--- src/rtl/aurora_bus_arbiter.sv ---
// Four-requester round-robin arbiter and fixed-length burst sequencer for the Aurora local word bus.
// Define ARB_TIMEOUT_EN to abort transfers that stall for TIMEOUT cycles in REQ or DATA.
module aurora_bus_arbiter #(
  parameter int BURST_LEN = 8,
  parameter int TIMEOUT   = 1024
) (
  input  logic        clk,
  input  logic        rst,
  input  logic        req_w_1,
  input  logic        req_w_2,
  input  logic        req_r_1,
  input  logic        req_r_2,
  input  logic [31:0] wr_dat_1,
  input  logic [31:0] wr_dat_2,
  input  logic        wr_vld_1,
  input  logic        wr_vld_2,
  output logic        wr_take,
  output logic [31:0] rd_dat,
  output logic        rd_vld,
  output logic [3:0]  gnt,
  output logic        done,
  output logic        err,
  output logic        stb,
  output logic        we,
  input  logic        ack,
  output logic        m_rdy,
  output logic [31:0] dat_o,
  input  logic        s_rdy,
  input  logic [31:0] dat_i,
  output logic        abort,
  output logic [2:0]  state_dbg
);

  // Handshakes: a write beat is a cycle where wr_take is high (the granted writer's
  // wr_vld with beats remaining, in DATA); m_rdy/dat_o present it one cycle later.
  // A read beat is a cycle in DATA where s_rdy is high; rd_vld/rd_dat follow one cycle later.

  typedef enum logic [2:0] {
    IDLE  = 3'd0,
    REQ   = 3'd1,
    DATA  = 3'd2,
    DONE  = 3'd3,
    ABORT = 3'd4
  } state_t;

  localparam logic [7:0] BL    = 8'(BURST_LEN);
  localparam logic [7:0] BL_M1 = 8'(BURST_LEN - 1);

  if (BURST_LEN < 1 || BURST_LEN > 255 || TIMEOUT < 2 || TIMEOUT > 65535) begin : g_bad_param
    $error("aurora_bus_arbiter: BURST_LEN or TIMEOUT out of range");
  end

  state_t      state, state_nxt;
  logic [3:0]  req;
  logic [1:0]  ptr;
  logic [1:0]  gidx;
  logic [1:0]  win_idx;
  logic        win_vld;
  logic [7:0]  beat_cnt;
  logic        beats_left;
  logic        wr_vld_sel;
  logic [31:0] wr_dat_sel;
  logic        rd_beat;
  logic        beat;
  logic        timeout_hit;

  assign req        = {req_r_2, req_r_1, req_w_2, req_w_1};
  assign beats_left = (beat_cnt < BL);
  assign wr_vld_sel = gidx[0] ? wr_vld_2 : wr_vld_1;
  assign wr_dat_sel = gidx[0] ? wr_dat_2 : wr_dat_1;
  assign wr_take    = (state == DATA) && we && beats_left && wr_vld_sel;
  assign rd_beat    = (state == DATA) && !we && beats_left && s_rdy;
  assign beat       = wr_take | rd_beat;
  assign state_dbg  = state;
  assign done       = (state == DONE);

  // Scan from the highest offset down so the requester closest after ptr wins.
  always_comb begin : rr_pick
    logic [1:0] cand;
    cand    = ptr;
    win_vld = 1'b0;
    win_idx = ptr;
    for (int k = 3; k >= 0; k--) begin
      cand = ptr + 2'(k);
      if (req[cand]) begin
        win_vld = 1'b1;
        win_idx = cand;
      end
    end
  end

`ifdef ARB_TIMEOUT_EN
  logic [15:0] wait_cnt;

  always_ff @(posedge clk) begin
    if (rst || !(state == REQ || state == DATA) || (state == REQ && ack) || beat)
      wait_cnt <= '0;
    else
      wait_cnt <= wait_cnt + 16'd1;
  end

  assign timeout_hit = (wait_cnt == 16'(TIMEOUT - 1)) && !beat;
  assign abort       = (state == ABORT);
  assign err         = (state == ABORT);
`else
  assign timeout_hit = 1'b0;
  assign abort       = 1'b0;
  assign err         = 1'b0;
`endif

  always_comb begin
    state_nxt = state;
    case (state)
      IDLE:  if (win_vld) state_nxt = REQ;
      REQ: begin
        if (ack)              state_nxt = DATA;
        else if (timeout_hit) state_nxt = ABORT;
      end
      DATA: begin
        if ((we && !beats_left) || (rd_beat && beat_cnt == BL_M1)) state_nxt = DONE;
        else if (timeout_hit)                                      state_nxt = ABORT;
      end
      DONE:    state_nxt = IDLE;
      ABORT:   state_nxt = IDLE;
      default: state_nxt = IDLE;
    endcase
  end

  always_ff @(posedge clk) begin
    if (rst) begin
      state    <= IDLE;
      ptr      <= 2'd0;
      gidx     <= 2'd0;
      gnt      <= 4'd0;
      stb      <= 1'b0;
      we       <= 1'b0;
      beat_cnt <= 8'd0;
      m_rdy    <= 1'b0;
      dat_o    <= 32'd0;
      rd_dat   <= 32'd0;
      rd_vld   <= 1'b0;
    end else begin
      state  <= state_nxt;
      m_rdy  <= wr_take;
      rd_vld <= rd_beat;
      if (wr_take) dat_o  <= wr_dat_sel;
      if (rd_beat) rd_dat <= dat_i;
      case (state)
        IDLE: if (win_vld) begin
          gidx <= win_idx;
          gnt  <= 4'b0001 << win_idx;
          stb  <= 1'b1;
          we   <= ~win_idx[1];
        end
        REQ:     if (ack) beat_cnt <= 8'd0;
        DATA:    if (beat) beat_cnt <= beat_cnt + 8'd1;
        default: ;
      endcase
      // Leaving a grant (completed or aborted) releases the bus and moves the pointer on.
      if (state_nxt == DONE || state_nxt == ABORT) begin
        gnt <= 4'd0;
        stb <= 1'b0;
        we  <= 1'b0;
        ptr <= gidx + 2'd1;
      end
    end
  end

endmodule
--- config.mk ---
export PLATFORM = sky130hd
export DESIGN_NAME = aurora_bus_arbiter
export DESIGN_NICKNAME = d
export VERILOG_FILES = /design/src/rtl/aurora_bus_arbiter.sv
export SDC_FILE = /design/constraint.sdc
export NUM_CORES = 1
export LEC_CHECK = 0
export CAP_MARGIN = 20
export CORE_UTILIZATION = 43
export CTS_CLUSTER_DIAMETER = 120
export CTS_CLUSTER_SIZE = 16
export DETAILED_ROUTE_END_ITERATION = 8
export GPL_TIMING_DRIVEN = 0
export HOLD_SLACK_MARGIN = 0.12
export PLACE_DENSITY = 0.86
export SYNTH_ARGS = -nofsm -noshare
export SYNTH_HDL_FRONTEND = slang
export SYNTH_SLANG_ARGS = --single-unit
--- constraint.sdc ---
create_clock -name clk -period 4 [get_ports clk]
set_input_delay 0.8 -clock clk [delete_from_list [all_inputs] [get_ports clk]]
set_output_delay 0.8 -clock clk [all_outputs]
set_load 0.02 [all_outputs]
==> flow_metrics.env <==
export IMPL_yosysUniqueCellTypes=44
export IMPL_pin_count=185
export IMPL_critPathTopFamily="buffers and inverters"
export IMPL_maxSlewViolCount=0
export IMPL_finalSetupTns_ps=0
export IMPL_cts_setup_buffers=0
export IMPL_path_cells="or4_1 -> or2_0 -> buf_6 -> nor3_2 -> buf_4 -> buf_2 -> clkdlybuf4s50_1"
export IMPL_tightestPinTransition_ps=855.3
export IMPL_rsz0062_at_grt="false"
export IMPL_fmax_ghz=0.2668
export IMPL_ys_async_sr_fraction=0
export IMPL_area_growth_pct=61.88
export IMPL_fillers=620
export IMPL_fin_util=0.7222
export IMPL_synth_top_area_share=0.4751
export IMPL_critPathCaptureType="output pin"
export IMPL_critPathKind="flip-flop to output pin"
export IMPL_syn_area_per_cell_um2=10.27
export IMPL_power_leakage_nw=2.041
export IMPL_avgViaCountPerCell=5.056
export IMPL_worst_path_buf_inv=4
export IMPL_seq_power_share=0.439
export IMPL_finalNetCount=659
export IMPL_synth_edff_count=0
export IMPL_worst_path_max_delay_cell="clkdlybuf4s50_1"
export IMPL_fin_skew_ps=5.369
export IMPL_worstPathArrival_ps=2950
export IMPL_remaining_drc_errors=0
export IMPL_root_buffer="clkbuf_8"
export IMPL_diodes=0
export IMPL_cts_max_level=3
export IMPL_cts_buffers=9
export IMPL_fin_crit_ps=3749
export IMPL_dieWidth_um=94.34
export IMPL_dp_final_hpwl_um=8158
export IMPL_maxSlewHeadroom=0.4298
export IMPL_pwr_share_comb=0.105
export IMPL_swShare=0.1976
export IMPL_cp_start_kind="flip-flop"
export IMPL_synth_top_area_cell="dfxtp_1"
export IMPL_globalRoute_totalOverflow=0
export IMPL_die_y_um=94.34
export IMPL_hold_viol=0
export IMPL_pwr_share_clk=0.456
export IMPL_cts_tree="done"
export IMPL_critPathMaxFanout=10
export IMPL_seq_area_frac_synth=0.4751
export IMPL_start_util=0.4462
export IMPL_synth_warnings=0
export IMPL_die_area_um2=8899
export IMPL_synth_area_leaders="dfxtp_1 48%, mux2i_1 18%, nor2_1 7.9%"
export IMPL_syn_instance_count=357
export IMPL_postPlaceCellArea_um2=5627
export IMPL_maxCapViolCount=0
export IMPL_cts_sinks=87
export IMPL_setup_violations_final=0
export IMPL_postRouteAntennaNets=0
export IMPL_p_switching_uw=395.4
export IMPL_critPathRequiredTime_ps=3200
export IMPL_wl_um=10580
export IMPL_row_count=33
export IMPL_fin_crit_sh=0.9372
export IMPL_wl_per_cell_um=15.98
export IMPL_ir_drop_mv=0.2049
export IMPL_final_cell_area_um2=5934
export IMPL_design_core_area_um2=8217
export IMPL_max_stage_delay_ps=650
export IMPL_synthFlopType="dfxtp_1"
export IMPL_cts_max_path_buffers=2
export IMPL_worstHoldPathType="flip-flop to flip-flop"
export IMPL_grt_use_total=0.2358
export IMPL_via_count=3347
export IMPL_internal_power_mw=1.606
export IMPL_antenna_found_initial=0
export IMPL_ys_seq_elements=87
export IMPL_gp_congestion=0.7975
export IMPL_synth_common_cells="87 x dfxtp_1, 77 x nor2_1, 66 x mux2i_1"
export IMPL_layout_drive_gt1_share=0.1059
export IMPL_clkTransAtPathRegs_ps=80
export IMPL_grt_pass1_vias=3472
export IMPL_status="completed"
export IMPL_clkLatencyLatePin_ps=350
export IMPL_dr_pass1_iters=4
export IMPL_grt_max_degree=15
export IMPL_synthesis_area_um2=3666
export IMPL_p_per_area_nw_per_um2=337.2
export IMPL_grt_pass1_wl_um=16330
export IMPL_first_iter_violations=57
export IMPL_synth_most_common_cell="dfxtp_1"
export IMPL_cts_resized=0
export IMPL_postCtsHoldBufs=0
export IMPL_io_buffers=182
==> flip-flops by register name, indices dropped and copies added, names as in the netlist <==
| register | cells |
|---|---|
| m_rdy | 1 |
| gnt | 4 |
| we | 1 |
| ptr | 2 |
| dat_o | 32 |
| state_dbg | 3 |
| rd_dat | 32 |
| stb | 1 |
| gidx | 2 |
| beat_cnt | 8 |
| rd_vld | 1 |
==> cell type report <==
class | count | area (um2) | share of cell area
timing repair buffer | 182 | 1822 | 0.3070
multi-input combinational | 247 | 1772 | 0.2985
sequential | 87 | 1742 | 0.2935
clock inverter | 6 | 180.2 | 0.03036
buffer | 25 | 160.2 | 0.02699
tap | 105 | 131.4 | 0.02214
clock buffer | 10 | 127.6 | 0.02151
==> metrics by stage <==
stage / power, mW / hold WS (ps) / std cells / worst slack, ps
global placement: 1.103 / 434.1 / 646 / 363.0
CTS: 2.007 / 471.8 / 662 / 238.8
finish: 2.001 / 467.0 / 662 / 251.3
global route: 2.051 / 495.3 / 662 / 115.2
detailed placement: 1.108 / 444.8 / 646 / 342.6
floorplan: 0.9712 / 420.5 / 359 / 1470
==> path summary, 6_finish.rpt <==
| kind | from | end | slack (ps) | depth (start not counted) |
|---|---|---|---|---|
| max | beat_cnt[3] | wr_take | 250 | 7 |
| min | stb | stb | 470 | 1 |
| max reg2reg | beat_cnt[3] | rd_dat[8] | 1710 | 7 |
| min reg2reg | stb | stb | 470 | 1 |
==> per-layer routing <==
layer	vias up	GRT usage	routed length, um
met5	-	0	0
met4	0	0.08846	213
met3	24	0.04589	669
met2	119	0.4463	5469
met1	1560	0.2568	4223
li1	1644	-	-
==> cells by family (layout without fill, tap and decap cells) <==
| kind of cell | after synthesis | in the layout | share of synthesized area |
|---|---|---|---|
| mux | 67 | 67 | 0.1833 |
| simple gates | 119 | 119 | 0.1471 |
| buf+inv | 25 | 223 | 0.04369 |
| other cells | 1 | 3 | 0.001023 |
| xor+xnor | 2 | 2 | 0.004779 |
| compound gates | 55 | 55 | 0.1416 |
| fa+ha+maj | 1 | 1 | 0.003412 |
| flops | 87 | 87 | 0.4751 |
==> layout by cell type (no fill, tap or decap), drive strengths merged, types with 2 or more instances in the layout <==
| cell type | instances |
|---|---|
| a211oi | 34 |
| a21oi | 5 |
| a31o | 3 |
| and2 | 6 |
| and3 | 2 |
| buf | 15 |
| bufinv | 6 |
| clkbuf | 20 |
| clkdlybuf4s50 | 182 |
| conb | 3 |
| dfxtp | 87 |
| mux2i | 66 |
| nand2 | 10 |
| nand3 | 3 |
| nor2 | 77 |
| nor2b | 4 |
| nor3 | 7 |
| nor4 | 4 |
| o21ai | 2 |
| or4 | 2 |
| xnor2 | 2 |
==> power groups by stage <==
stage                     clock network [mW]  logic [mW]  registers [mW]
final                                  0.912       0.211           0.878
after global routing                   0.947       0.225           0.879
after CTS                              0.918       0.211           0.878
after detailed placement                   0       0.210           0.898
after global placement                     0       0.205           0.898
after floorplan                            0      0.0673           0.904
Note: power is estimated with default switching activity, not from simulation.
